### src/rtl/vram_arbiter_pkg.sv
// rtl/vram_arbiter_pkg.sv - shared types and helpers for the video RAM arbiter
package vram_arbiter_pkg;

    // Owner of the RAM access issued in a given cycle; registered to route read returns.
    typedef enum logic [1:0] {
        OWN_NONE = 2'd0,
        OWN_L    = 2'd1,
        OWN_S    = 2'd2,
        OWN_CPU  = 2'd3
    } owner_e;

    localparam int WAIT_W   = 4;
    localparam int WORD_AW  = 15;
    localparam int CPU_AW   = 17;

    // One-hot byte write enable for a byte lane within a 32-bit word.
    function automatic logic [3:0] lane_bytesel(input logic [1:0] lane);
        return 4'b0001 << lane;
    endfunction

endpackage

### src/rtl/vram_cpu_lane.sv
// rtl/vram_cpu_lane.sv - CPU byte-lane steering onto the 32-bit video RAM word
module vram_cpu_lane
    import vram_arbiter_pkg::*;
(
    input  logic        clk,
    input  logic        rst,
    input  logic        grant,
    input  logic [1:0]  lane,
    input  logic        cpu_write,
    input  logic [7:0]  cpu_wrdata,
    input  logic [31:0] ram_rddata,
    output logic [31:0] wrdata,
    output logic [3:0]  bytesel,
    output logic [7:0]  rddata
);

    logic [1:0] lane_q;
    logic [1:0] lane_d;

    // Write data and byte enables only leave this block while the CPU owns the bus.
    always_comb begin
        wrdata  = 32'd0;
        bytesel = 4'd0;
        if (grant) begin
            wrdata = {4{cpu_wrdata}};
            if (cpu_write) begin
                bytesel = lane_bytesel(lane);
            end
        end
    end

    // Capture the lane at grant so the read byte can be picked from next cycle's RAM word.
    always_comb begin
        lane_d = lane_q;
        if (rst) begin
            lane_d = 2'd0;
        end else if (grant) begin
            lane_d = lane;
        end
    end

    // Lane register.
    always_ff @(posedge clk) begin
        lane_q <= lane_d;
    end

    // Extract the addressed byte from the returned RAM word.
    always_comb begin
        rddata = 8'd0;
        case (lane_q)
            2'd0:    rddata = ram_rddata[7:0];
            2'd1:    rddata = ram_rddata[15:8];
            2'd2:    rddata = ram_rddata[23:16];
            default: rddata = ram_rddata[31:24];
        endcase
    end

endmodule

### src/rtl/vram_arbiter.sv
// rtl/vram_arbiter.sv - fixed-priority layer/sprite/CPU arbiter in front of video RAM
module vram_arbiter
    import vram_arbiter_pkg::*;
#(
    parameter int unsigned CPU_MAX_WAIT = 8
) (
    input  logic                clk,
    input  logic                rst,
    input  logic                l_req,
    input  logic [WORD_AW-1:0]  l_addr,
    output logic                l_ack,
    output logic [31:0]         l_rddata,
    output logic                l_rddata_valid,
    input  logic                s_req,
    input  logic [WORD_AW-1:0]  s_addr,
    output logic                s_ack,
    output logic [31:0]         s_rddata,
    output logic                s_rddata_valid,
    input  logic                cpu_req,
    input  logic [CPU_AW-1:0]   cpu_addr,
    input  logic                cpu_write,
    input  logic [7:0]          cpu_wrdata,
    output logic                cpu_ack,
    output logic [7:0]          cpu_rddata,
    output logic                cpu_rddata_valid,
    output logic [WORD_AW-1:0]  ram_addr,
    output logic [31:0]         ram_wrdata,
    output logic [3:0]          ram_wrbytesel,
    output logic                ram_write,
    input  logic [31:0]         ram_rddata
);

    localparam logic [WAIT_W-1:0] MAX_WAIT = WAIT_W'(CPU_MAX_WAIT);

    logic [WAIT_W-1:0] wait_q;
    logic [WAIT_W-1:0] wait_d;
    owner_e            owner_q;
    owner_e            owner_d;
    owner_e            grant_own;
    logic              cpu_force;
    logic [31:0]       lane_wrdata;
    logic [3:0]        lane_bytesel_w;

    assign cpu_force = cpu_req && (wait_q == MAX_WAIT);

    // One grant per cycle: aged CPU first, then layer > sprite > cpu; nothing while in reset.
    always_comb begin
        grant_own = OWN_NONE;
        if (!rst) begin
            if (cpu_force) begin
                grant_own = OWN_CPU;
            end else if (l_req) begin
                grant_own = OWN_L;
            end else if (s_req) begin
                grant_own = OWN_S;
            end else if (cpu_req) begin
                grant_own = OWN_CPU;
            end
        end
    end

    assign l_ack   = (grant_own == OWN_L);
    assign s_ack   = (grant_own == OWN_S);
    assign cpu_ack = (grant_own == OWN_CPU);

    vram_cpu_lane u_cpu_lane (
        .clk        (clk),
        .rst        (rst),
        .grant      (cpu_ack),
        .lane       (cpu_addr[1:0]),
        .cpu_write  (cpu_write),
        .cpu_wrdata (cpu_wrdata),
        .ram_rddata (ram_rddata),
        .wrdata     (lane_wrdata),
        .bytesel    (lane_bytesel_w),
        .rddata     (cpu_rddata)
    );

    // Drive the RAM bus from whichever requester holds the grant; idle bus is all zero.
    always_comb begin
        ram_addr      = '0;
        ram_wrdata    = 32'd0;
        ram_wrbytesel = 4'd0;
        ram_write     = 1'b0;
        case (grant_own)
            OWN_L:   ram_addr = l_addr;
            OWN_S:   ram_addr = s_addr;
            OWN_CPU: begin
                ram_addr      = cpu_addr[CPU_AW-1:2];
                ram_wrdata    = lane_wrdata;
                ram_wrbytesel = lane_bytesel_w;
                ram_write     = cpu_write;
            end
            default: ;
        endcase
    end

    // Aging counter: counts lost CPU cycles, saturates, clears on grant or withdrawn request.
    always_comb begin
        wait_d = wait_q;
        if (rst || !cpu_req || cpu_ack) begin
            wait_d = '0;
        end else if (wait_q < MAX_WAIT) begin
            wait_d = wait_q + 1'b1;
        end
    end

    // Remember who is owed read data next cycle; CPU writes return nothing.
    always_comb begin
        owner_d = grant_own;
        if (rst || (cpu_ack && cpu_write)) begin
            owner_d = OWN_NONE;
        end
    end

    // Counter and owner registers.
    always_ff @(posedge clk) begin
        wait_q  <= wait_d;
        owner_q <= owner_d;
    end

    // Read return: pass-through data, valid for the registered owner; suppressed during reset.
    assign l_rddata         = ram_rddata;
    assign s_rddata         = ram_rddata;
    assign l_rddata_valid   = !rst && (owner_q == OWN_L);
    assign s_rddata_valid   = !rst && (owner_q == OWN_S);
    assign cpu_rddata_valid = !rst && (owner_q == OWN_CPU);

endmodule

### config.mk
export PLATFORM = sky130hd
export DESIGN_NAME = vram_arbiter
export DESIGN_NICKNAME = d
export VERILOG_FILES = /design/src/rtl/vram_arbiter_pkg.sv /design/src/rtl/vram_cpu_lane.sv /design/src/rtl/vram_arbiter.sv
export SDC_FILE = /design/constraint.sdc
export NUM_CORES = 1
export LEC_CHECK = 0
export CORE_MARGIN = 3
export CORE_UTILIZATION = 31
export CTS_CLUSTER_DIAMETER = 200
export DETAILED_ROUTE_END_ITERATION = 12
export HOLD_SLACK_MARGIN = 0.05
export PLACE_DENSITY = 0.88
export SLEW_MARGIN = 20
export SYNTH_ARGS = -nofsm -noshare
export SYNTH_HDL_FRONTEND = slang
export SYNTH_HIERARCHICAL = 1
export SYNTH_SLANG_ARGS = --single-unit
### constraint.sdc
create_clock -name clk -period 3.12 [get_ports clk]
set_input_delay 0.624 -clock clk [delete_from_list [all_inputs] [get_ports clk]]
set_output_delay 0.624 -clock clk [all_outputs]
set_load 0.005 [all_outputs]
==> results.toml <==
[clocking]
clk_path_buf_depth = 2
root_buffer = "clkbuf_8"
cts_tree = "done"
htree_num_levels = 1
cts_buffers = 3
clock_sinks = 8
insertion_delay_ps = 230
clk_pin_slew_ps = 40

[worst_setup_path]
arrival_ps = 2480
rrSetupSlack_ps = 1440
start_kind = "primary input"
cp.required_ps = 2500
critical_path_class = "primary input to output pin"
r2r-end = "u_cpu_lane/lane_q[0]"
worstPathMaxFanout = 16
end_kind = "output pin"
worstSetupStartpoint = "l_req"
r2r-start = "wait_q[0]"
crit_end = "ram_wrdata[15]"
rr_worst_depth = 7

[die]
pin_count = 223
die_area_um2 = 7410
die_w_um = 86.1
coreArea_um2 = 6060
std_cell_rows = 28
start_util_pct = 32.8
chipHeight_um = 86.1

[global_route]
grt_start_max_net_pins = 20
antenna_found_initial = 0
overflow = 0
grt_pass1_wl_um = 10800
grt_pass1_vias = 2091
grtUsageTotal_pct = 18.3

[run]
maxCapViolCount = 0

[sta]
timing.final.hold_violations = 0
worstMarginPinSlew_ps = 586
slew_violations = 0
slew_headroom_pct = 60.8
fin_crit_ps = 3100
finalSetupViolCount = 0
skew_ps = 5.30
fmax_ghz = 0.323
rsz0062_at_grt = "true"
min_period_over_period_pct = 99.4
whs_ps = 540

[detailed_routing]
dr.first_iter.drc_count = 51
routedWlPerCell_um = 16.1
vias = 2066
antenna_left = 0
postRouteWirelength_um = 7320
drt_pre_antenna_iters = 4
vias_per_cell = 4.55
drc = 0

[synthesis]
synth-edff-count = 0
synthCells = 240
synth_area_per_cell_um2 = 8.28
synth_area_um2 = 1990
synth_seq_area_share_pct = 8.06
ys_async_sr_fraction_pct = 0
synth_seq_cells = 8
synth_cell_type_count = 31
yosys_warnings = 6
syn_nets = 335
dominantRegCellSynth = "dfxtp_1"

[finish]
final_cell_area_um2 = 3860
finalNetCount = 476
fillers = 491
drive_above_1_share_pct = 12.9
final_cells = 454
area_growth_syn_to_layout_pct = 94.5
num_antenna_cells = 0

[pwr]
p_int_mw = 0.448
power.switching_mw = 0.157
p_leak_nw = 2.02
ir_worst_vdd_mv = 0.127
p_per_area_nw_per_um2 = 156
switching_share_pct = 25.9
p_seq_share_pct = 18.3
comb_power_share_pct = 61.0
clockPowerShare_pct = 20.7

[placement]
io_buffers = 222
placed_cells = 449
place.gp.congestion = 0.767
place.detailed.hpwl_um = 6130
dpl_cell_area_um2 = 3680

[run_status]
status = "finished clean"

[hold_path]
worst_hold_path_type = "flop to flop"
==> metal layers <==
metal / up-vias / GRT usage [%] / share of wire (%)
met3: 4 / 6.34 / 11
met1: 927 / 19.5 / 34
met5: - / 0 / 0
met4: 0 / 2.45 / 0.57
li1: 1009 / - / -
met2: 126 / 35.2 / 55
==> state kept, by name, indices dropped and copies added, names as in the netlist <==
name,flops
owner_q,2
wait_q,4
u_cpu_lane/lane_q,2
==> Yosys cell counts, types with 3 or more instances <==
cell / instances / area [um2]
nand2_1: 4 / 15.0
and2_1: 47 / 294
a21oi_1: 3 / 15.0
a22oi_1: 15 / 113
o2bb2ai_2: 10 / 150
buf_4: 90 / 676
buf_2: 8 / 40.0
mux4_2: 8 / 180
nor3b_1: 3 / 22.5
dfxtp_1: 8 / 160
nor2_1: 8 / 30.0
nand2b_1: 6 / 37.5
o2bb2ai_1: 5 / 43.8
==> cell usage in the layout, fill, tap and decap left out, types with 2 or more instances in the layout <==
cell type,instances
o2bb2ai_2,10
nor3b_1,3
a22o_1,2
buf_12,2
o2bb2ai_1,5
a21oi_1,3
inv_1,2
and2_1,39
clkbuf_8,3
mux4_2,8
clkdlybuf4s50_1,182
nand2b_1,6
nor2_1,8
nand3_1,2
dlymetal6s2s_1,32
nand2_1,4
and2_4,8
a22oi_1,15
dlygate4sd2_1,8
dfxtp_1,8
buf_4,11
ha_1,2
==> layout make-up <==
cell class	count	area (um2)	area share, %
inverter	2	7.51	0.194
clock buffer	3	41.3	1.07
sequential	8	160	4.14
tap	75	93.8	2.43
multi-input combinational	128	1090	28.3
timing repair buffer	238	2470	63.9
==> stage by stage <==
step                      utilization (%)  setup WS (ps)  power, mW  setup TNS (ps)
final                                63.8           19.5      0.604               0
after global routing                 63.8          -48.0      0.638            -189
after CTS                            62.0         0.0930      0.609               0
after detailed placement             60.7          -60.2      0.480           -1160
after global placement               60.7          -41.0      0.471            -304
after floorplan                         -            604      0.260               0
==> what timing repair did <==
action,CTS,global route
hold buffers,0,0
gates cloned,1,1
setup endpoints to repair,43,43
pin swaps,1,2
resized for setup,12,40
buffers inserted,1,0
==> worst min path at each step <==
stage / endpoint / start / slack, ps / cells past startpoint
floorplan: wait_q[1] / wait_q[1] / 490 / 2
global placement: wait_q[1] / wait_q[1] / 510 / 2
detailed placement: wait_q[0] / wait_q[0] / 540 / 2
CTS: wait_q[1] / wait_q[1] / 540 / 2
global route: wait_q[1] / wait_q[1] / 580 / 2
finish: wait_q[1] / wait_q[1] / 540 / 2
==> kinds of logic (layout without fill, tap and decap cells) <==
| group | count (synthesis) | after routing | share of synthesized area, % |
|---|---|---|---|
| buf+inv | 104 | 243 | 38.5 |
| simple gates | 79 | 79 | 23.9 |
| compound gates | 37 | 37 | 18.3 |
| mux | 9 | 9 | 9.57 |
| flops | 8 | 8 | 8.06 |
| fa+ha+maj | 2 | 2 | 1.26 |
| xor+xnor | 1 | 1 | 0.441 |
==> power by group through the flow <==
stage | Clock, mW | Sequential (mW) | Combinational, mW
after floorplan | 0 | 0.110 | 0.151
after global placement | 0 | 0.112 | 0.359
after detailed placement | 0 | 0.113 | 0.367
after CTS | 0.127 | 0.111 | 0.371
after global routing | 0.134 | 0.112 | 0.392
final | 0.125 | 0.111 | 0.369
==> critical path: stages <==
cell and delay (ps):
clkdlybuf4s50_1 420, or2_4 270, a21oi_4 210, bufbuf_16 310, and2_1 130, clkdlybuf4s50_1 510
(Power assumes the default switching activity.)
